File: src/rtl/out_writeback.sv
// Output write-back stage: buffers activation rows in a small FIFO and writes them to BRAM A at base + n*stride.
// Optional sticky overflow detection is enabled by defining OUT_WB_OVF_EN.
module out_writeback #(
  parameter int DWIDTH       = 8,
  parameter int MAT_MUL_SIZE = 4,
  parameter int AWIDTH       = 10,
  parameter int MASK_WIDTH   = 4,
  parameter int FIFO_DEPTH   = 4,
  parameter int CNT_WIDTH    = 8
) (
  input  logic                           clk,
  input  logic                           resetn,
  input  logic                           start_wb,
  input  logic [AWIDTH-1:0]              address_mat_c,
  input  logic [AWIDTH-1:0]              row_stride,
  input  logic [CNT_WIDTH-1:0]           num_rows,
  input  logic [MAT_MUL_SIZE*DWIDTH-1:0] in_data,
  input  logic                           in_valid,
  output logic                           in_ready,
  input  logic                           bram_grant,
  output logic [AWIDTH-1:0]              bram_addr,
  output logic [MAT_MUL_SIZE*DWIDTH-1:0] bram_wdata,
  output logic [MASK_WIDTH-1:0]          bram_we,
  output logic                           busy,
  output logic                           done_wb,
  output logic                           ovf
);

  localparam int ROW_W  = MAT_MUL_SIZE * DWIDTH;
  localparam int PTR_W  = (FIFO_DEPTH > 1) ? $clog2(FIFO_DEPTH) : 1;
  localparam int FCNT_W = PTR_W + 1;
  localparam logic [FCNT_W-1:0] FULL_CNT = FCNT_W'(FIFO_DEPTH);

  typedef enum logic [1:0] {
    IDLE = 2'd0,
    RUN  = 2'd1,
    DONE = 2'd2
  } state_t;

  state_t               state_r, state_s;
  logic [ROW_W-1:0]     mem_r [FIFO_DEPTH];
  logic [PTR_W-1:0]     wr_ptr_r, rd_ptr_r;
  logic [FCNT_W-1:0]    fcnt_r, fcnt_s;
  logic [CNT_WIDTH-1:0] acc_r, acc_s;
  logic [CNT_WIDTH-1:0] num_rows_r, nrows_s;
  logic [CNT_WIDTH-1:0] wr_count_r;
  logic [AWIDTH-1:0]    stride_r;
  logic [AWIDTH-1:0]    addr_acc_r;
  logic                 in_ready_r, in_ready_s;
  logic [AWIDTH-1:0]    bram_addr_r;
  logic [ROW_W-1:0]     bram_wdata_r;
  logic [MASK_WIDTH-1:0] bram_we_r;
  logic                 busy_r, done_r;
  logic                 start_s, push_s, pop_s, last_s;

  // Next-state and per-cycle FIFO handshake decode
  always_comb begin
    state_s = state_r;
    start_s = 1'b0;
    push_s  = 1'b0;
    pop_s   = 1'b0;
    last_s  = 1'b0;
    case (state_r)
      IDLE: begin
        if (start_wb) begin
          start_s = 1'b1;
          state_s = (num_rows == CNT_WIDTH'(0)) ? DONE : RUN;
        end else begin
          state_s = IDLE;
        end
      end
      RUN: begin
        push_s  = in_valid & in_ready_r;
        pop_s   = (fcnt_r != FCNT_W'(0)) & bram_grant;
        last_s  = pop_s & (wr_count_r == (num_rows_r - CNT_WIDTH'(1)));
        state_s = last_s ? DONE : RUN;
      end
      DONE:    state_s = IDLE;
      default: state_s = IDLE;
    endcase
  end

  // Next occupancy / accepted count; in_ready is registered from these
  always_comb begin
    fcnt_s     = fcnt_r;
    acc_s      = acc_r;
    nrows_s    = num_rows_r;
    in_ready_s = 1'b0;
    if (start_s) begin
      fcnt_s  = FCNT_W'(0);
      acc_s   = CNT_WIDTH'(0);
      nrows_s = num_rows;
    end else begin
      case ({push_s, pop_s})
        2'b10:   fcnt_s = fcnt_r + FCNT_W'(1);
        2'b01:   fcnt_s = fcnt_r - FCNT_W'(1);
        default: fcnt_s = fcnt_r;
      endcase
      acc_s = push_s ? (acc_r + CNT_WIDTH'(1)) : acc_r;
    end
    in_ready_s = (state_s == RUN) && (fcnt_s != FULL_CNT) && (acc_s != nrows_s);
  end

  // Row storage; contents are meaningless once the pointers are reset
  always_ff @(posedge clk) begin
    if (push_s) begin
      mem_r[wr_ptr_r] <= in_data;
    end
  end

  // Control state, pointers, address generation and the registered BRAM port
  always_ff @(posedge clk or negedge resetn) begin
    if (!resetn) begin
      state_r      <= IDLE;
      wr_ptr_r     <= '0;
      rd_ptr_r     <= '0;
      fcnt_r       <= '0;
      acc_r        <= '0;
      num_rows_r   <= '0;
      wr_count_r   <= '0;
      stride_r     <= '0;
      addr_acc_r   <= '0;
      in_ready_r   <= 1'b0;
      bram_addr_r  <= '0;
      bram_wdata_r <= '0;
      bram_we_r    <= '0;
      busy_r       <= 1'b0;
      done_r       <= 1'b0;
    end else begin
      state_r    <= state_s;
      fcnt_r     <= fcnt_s;
      acc_r      <= acc_s;
      num_rows_r <= nrows_s;
      in_ready_r <= in_ready_s;
      busy_r     <= (state_s == RUN);
      done_r     <= (state_s == DONE);
      if (start_s) begin
        stride_r   <= row_stride;
        addr_acc_r <= address_mat_c;
        wr_count_r <= '0;
        wr_ptr_r   <= '0;
        rd_ptr_r   <= '0;
      end else begin
        if (push_s) begin
          wr_ptr_r <= wr_ptr_r + PTR_W'(1);
        end
        if (pop_s) begin
          rd_ptr_r   <= rd_ptr_r + PTR_W'(1);
          wr_count_r <= wr_count_r + CNT_WIDTH'(1);
          addr_acc_r <= addr_acc_r + stride_r;
        end
      end
      // Address and data hold their last value when no write issues
      if (pop_s) begin
        bram_we_r    <= {MASK_WIDTH{1'b1}};
        bram_addr_r  <= addr_acc_r;
        bram_wdata_r <= mem_r[rd_ptr_r];
      end else begin
        bram_we_r    <= '0;
      end
    end
  end

`ifdef OUT_WB_OVF_EN
  logic ovf_r, ovf_set_s;

  assign ovf_set_s = (state_r == RUN) && in_valid && (fcnt_r == FULL_CNT) && (acc_r < num_rows_r);

  // Sticky overflow: a row offered while full and still expected is lost
  always_ff @(posedge clk or negedge resetn) begin
    if (!resetn) begin
      ovf_r <= 1'b0;
    end else if (start_s) begin
      ovf_r <= 1'b0;
    end else if (ovf_set_s) begin
      ovf_r <= 1'b1;
    end
  end

  assign ovf = ovf_r;
`else
  assign ovf = 1'b0;
`endif

  assign in_ready   = in_ready_r;
  assign bram_addr  = bram_addr_r;
  assign bram_wdata = bram_wdata_r;
  assign bram_we    = bram_we_r;
  assign busy       = busy_r;
  assign done_wb    = done_r;

endmodule

File: config.mk
export PLATFORM = sky130hd
export DESIGN_NAME = out_writeback
export DESIGN_NICKNAME = d
export VERILOG_FILES = /design/src/rtl/out_writeback.sv
export SDC_FILE = /design/constraint.sdc
export NUM_CORES = 1
export LEC_CHECK = 0
export CAP_MARGIN = 10
export CORE_ASPECT_RATIO = 2
export CORE_UTILIZATION = 50
export DETAILED_ROUTE_END_ITERATION = 8
export PLACE_DENSITY = 0.75
export SLEW_MARGIN = 25
export SYNTH_ARGS = -nofsm -noshare
export SYNTH_HDL_FRONTEND = slang
export SYNTH_SLANG_ARGS = --single-unit
export TNS_END_PERCENT = 30
File: constraint.sdc
create_clock -name clk -period 2.74 [get_ports clk]
set_clock_uncertainty 0.05 [all_clocks]
set_input_delay 0.411 -clock clk [delete_from_list [all_inputs] [get_ports clk]]
set_output_delay 0.411 -clock clk [all_outputs]
set_load 0.05 [all_outputs]
======== Word level (Yosys, flattened, before mapping) ========
Memories as Yosys holds them, arrays and structs flattened. A register that Yosys moved wholly into a read port is not among the register bits.
Cells that the tools add are included.
storage, ports and cells
  flip-flop bits (word level) ............. 70
  word-level logic and storage cells ...... 66
  RAM bits ................................ 128
  output and inout port bits .............. 50
  input bits .............................. 65
  memories kept ........................... 1
cells by class
  equality and inequality tests ........... 8
  reductions and logical operators ........ 8
  add/subtract/negate cells ............... 8
  multiplexer cells ....................... 24
  bitwise operators ....................... 3
memory list
  name   depth  bits a word  rd ports  clocked after memory_dff  wr ports  RTL line  RTL
  mem_r  4      32           1         1                         1         41        logic [ROW_W-1:0] mem_r [FIFO_DEPTH];
operator list
  cell                 count
  $mux 8               5
  $mux 10              2
  $add 8x1->8 const B  2
  $mux 2               7
  $add 10x10->10       1
  $eq 8x8->1           1
  $logic_not 8->1      1
  $ne 8x8->1           1
  $sub 8x1->8 const B  1
  $eq 2x1->1 const B   3
  $mux 1               6
  $pmux 3 s2           1
  $add 2x1->2 const B  2
  $eq 2x2->1 const B   2
  $mux 4               1
  $pmux 2 s2           1
  $reduce_bool 2->1    2
  $add 3x1->3 const B  1
  $and 1x1->1          3
  $mux 3               1
  $ne 3x3->1 const B   1
  $reduce_bool 3->1    1
  $sub 3x1->3 const B  1
  $logic_and 1x1->1    2
  other kinds (2)      2

======== Depth between registers and ports, before layout ========
  word-level depth ........................ 9
  mapped depth ............................ 11
  gate-level depth less buffers ........... 10

======== Least setup slack after synthesis ========
OpenSTA, ideal clock, no wires.
  path type ............................... flip-flop to flip-flop
  from .................................... register fcnt_r[1]
  to ...................................... register in_ready_r (netlist: in_ready)
  path buffers ............................ 1
  period minus slack after synthesis ...... 2685 ps
  cell stages (with the launch flop) ...... 12
  setup time .............................. 120 ps
  path slack .............................. 55 ps
  data required time ...................... 2570 ps
  arrival ................................. 2515 ps
  path through ............................ dfrtp_1 > o31ai_1 > or3_1 > inv_2 > buf_1 > ha_1 > fa_1 > xnor2_1 > or3_1 > a21oi_1 > o21ai_0 > o211a_1
on the way
  cells in the longest elaborated chain, start to end .. 9
  elaborated cells on any way between the ends .. 16
  those cells by class .................... add/sub (2); eq/ne (4); mux (5); bitwise (2); reduce/logical (3)
RTL lines
  element                                          RTL line  RTL
  start: declaration                               43        logic [FCNT_W-1:0] fcnt_r, fcnt_s;
  start signal: assignment                         131       fcnt_r <= fcnt_s;
  $reduce_bool 3->1 (*)                            74        pop_s = (fcnt_r != FCNT_W'(0)) & bram_grant;
  $and 1x1->1 (*)                                  74
  $mux 1 (*)                                       63        case (state_r)
  net pop_s                                        54        logic start_s, push_s, pop_s, last_s;
  $eq 2x1->1 / $eq 2x2->1 (equally long branches)  94        case ({push_s, pop_s})
  $pmux 3 s2 (*)                                   94
  $mux 3 (*)                                       89        if (start_s) begin
  net fcnt_s[2]                                    43
  $ne 3x3->1 (*)                                   101       in_ready_s = (state_s == RUN) && (fcnt_s != FULL_CNT) && (acc_s != nrows_s);
  $logic_and 1x1->1 (*) (2 in a row)               101
  net in_ready_s                                   49        logic in_ready_r, in_ready_s;
  end signal: assignment                           134       in_ready_r <= in_ready_s;
  end: declaration                                 49
The timed path passes the listed nets; every way through them passes the cells marked *.
A chain may end at the register's enable or synchronous reset.

======== Worst setup path in the final report ========
  from .................................... register fcnt_r[1]
  to ...................................... register in_ready_r (netlist: in_ready)
on the way
  cells in the longest elaborated chain, start to end .. 9
  elaborated cells on any way between the ends .. 16
  those cells by class .................... add/sub (2); eq/ne (4); mux (5); bitwise (2); reduce/logical (3)
RTL lines
  element                                          RTL line
  $reduce_bool 3->1                                74
  $and 1x1->1                                      74
  $mux 1                                           63
  $eq 2x1->1 / $eq 2x2->1 (equally long branches)  94
  $pmux 3 s2 (*)                                   94
  $mux 3 (*)                                       89
  net fcnt_s[2]                                    43
  $ne 3x3->1 (*)                                   101
  $logic_and 1x1->1 (*) (2 in a row)               101
  net in_ready_s                                   49
Marks and branches as above.

==> out/qor.txt <==
Critical path class - reg -> reg
Nets - 924
Relative slew slack - 0.596
Gpl congestion - 0.862
Maxcap violations - 0
CP startpoint - fcnt_r[1]
Largest net degree at the start of global routing - 47
WHS Path Cells - 3
Final period util - 0.958
Fmax - 381 MHz
Yosys cell types - 50
Synth warn - 0
Mapped cell area - 0.00949 mm^2
Post-route setup slack - 0.116 ns
Critical path peak fanout - 4
Max-slew violation count - 0
Post-synthesis sequential area ratio - 0.666
Most used DFF post-synth - edfxtp_1
DIE AREA - 0.0196 mm^2
Measured slew at the worst slew-check pin - 0.598 ns
Post-route DRC - 0
Reg2reg path depth - 10
Die Ht - 197 um
Leak - 4.65 nW
Clk_lat worst skew - 0.49 ns
Reg-to-reg setup timing slack - 0.12 ns
Initial Util - 0.516
Antenna diodes - 0
Drt via density - 5.60
Endpoints failing hold - 0
Post-route cell area - 0.0116 mm^2
Nature of the critical path startpoint - register
Global Route Usage Sum - 0.217
Port Buffer Count - 113
CTS HTree Levels - 1
Post-synthesis async set-or-reset flop share - 0.436
Worst reg2reg startpoint - fcnt_r[1]
Pre-CTS setup slack - -0.147 ns
Final setup fails - 0
Number of global-route vias before repair - 6580
Area grow syn2layout - 22.5%
Grt ovf - 0
CTS tree - yes
Initial antenna violation count - 0
Placed Area - 0.0110 mm^2
First-pass GRT wire length - 32900 um
WHS Endpoint - stride_r[6]
# clock sinks - 227
Post-synth EDFFs - 128
Num CTS Buffers - 21
Final worst path period need - 2.62 ns
Drt total wl - 20300 um
WP data required - 3.07 ns
Core area - 0.0184 mm^2
Leading area contributor after synthesis - edfxtp_1
Type of the worst min-delay path - in -> reg
Clock transition at the registers of the reported paths - 0.07 ns
Syn Nets - 803
Most frequent cells in the layout - nand2_1 (198), edfxtp_1 (128), clkdlybuf4s50_1 (112)
Yosys reg bits - 227
VDD IR max - 0.000673 V
Width of the die - 99.4 um
CTS max path bufs - 3
Layout cells sized above 1 - 0.117
Commonest non-fill, non-tap cell in the layout - nand2_1
Reg2reg end - in_ready
Post-DR wirelength/cell - 18.9 um
Antenna viol nets, final - 0
Top-area cell type share of the netlist area - 0.405
Root Driver - clkbuf_16
CP arrival - 2.95 ns
Drt pass-1 iters - 4
Crit end category - register
Syn avg cell area - 13.2 um^2
Synth area leaders - edfxtp_1 (41%), dfrtp_1 (26%), nand2_1 (7.8%)
Via count - 5988
Setup_tns - 0 ns
Post-DP HPWL - 13800 um
RSZ-0062 raised after global routing - no
Launch point of the worst hold path - row_stride[6]
Row cnt - 70
Pwr dens - 1180 mW/mm^2
I/O pins - 115
Synth Instances - 719
First DRT Iteration DRCs - 216
Status - finished clean
[where the power goes]
part	total, mW	internal (mW)	switching (mW)	leakage [nW]
clock	2.75	1.51	1.24	0.321
sequential	5.29	4.61	0.682	2.40
combinational	5.68	2.30	3.38	1.93
[synthesized netlist by cell type (3+ instances only)]
library cell / instances
buf_4: 4
edfxtp_1: 128
nand2_1: 198
dfrtp_1: 99
mux4_2: 32
ha_1: 17
nand4_1: 9
a31oi_1: 3
clkbuf_1: 21
and2_1: 6
a22oi_1: 4
or3_1: 8
inv_1: 12
nor2_1: 36
buf_1: 10
xnor2_1: 26
and3_1: 3
nor3_1: 8
a21oi_1: 13
o21ai_0: 22
nand3_1: 8
xor2_1: 16
[worst max-delay path, cell delays in order, from the launching register on]
cell and delay (ns):
dfrtp_2 0.44, o31ai_2 0.27, or3_2 0.19, inv_2 0.04, ha_1 0.22, fa_1 0.38
xnor2_1 0.15, or3_1 0.31, a21oi_1 0.20, o21ai_0 0.13, o211a_1 0.13
[timing repair]
item,in CTS,in global routing
setup endpoints to repair,0,1
hold endpoints to repair,43,0
hold buffers,1,0
gates resized for setup,0,3
setup buffers,0,0
[state kept, by name, summed over array words and instances (netlist names)]
| signal | cells |
|---|---|
| mem_r | 128 |
| bram_wdata | 32 |
| addr_acc_r | 10 |
| bram_addr | 10 |
| stride_r | 10 |
| acc_r | 8 |
| num_rows_r | 8 |
| wr_count_r | 8 |
| fcnt_r | 3 |
| rd_ptr_r | 2 |
| state_r | 2 |
| wr_ptr_r | 2 |
| bram_we | 1 |
| busy | 1 |
| done_wb | 1 |
| in_ready | 1 |
[worst max path at each step]
| stage | endpoint | slack, ns |
|---|---|---|
| floorplan | in_ready | 0.06 |
| global placement | in_ready | 0.01 |
| detailed placement | in_ready | -0.15 |
| CTS | in_ready | 0.03 |
| global route | in_ready | 0.0003 |
| finish | in_ready | 0.12 |
[cells by family after synthesis]
| family | count (synthesis) | synth area share |
|---|---|---|
| xor+xnor | 42 | 0.0388 |
| mux | 34 | 0.0781 |
| fa+ha+maj | 19 | 0.0266 |
| compound gates | 59 | 0.0388 |
| buf+inv | 50 | 0.0216 |
| flops | 227 | 0.666 |
| other cells | 1 | 0.000395 |
| simple gates | 287 | 0.129 |
[layer usage]
| layer | global-route usage | part of all wire |
|---|---|---|
| met1 | 0.239 | 0.37 |
| met3 | 0.0252 | 0.036 |
| met5 | 0 | 0 |
| met4 | 0.0920 | 0.038 |
| met2 | 0.413 | 0.55 |
[final cells by class]
type                    instances  area, um^2
well taps                     216         270
clock inverters                12        80.1
multi-input cells             442        2970
fillers                      1417        6770
inverters                      13        48.8
clock buffers                  25         571
repair buffers                135        1360
flip-flops and latches        227        6320
[metrics by stage]
step           instances  hold WS [ns]  total power, mW   util
4_1_cts             1070         0.400             13.9  0.632
3_5_place_dp        1032         0.413             11.1  0.596
5_1_grt             1070         0.425             14.5  0.632
3_3_place_gp        1032         0.401             10.8  0.596
2_1_floorplan        719        0.0654             9.21      -
6_report            1070         0.414             13.7  0.632
Note: power is estimated with default switching activity, not from simulation.
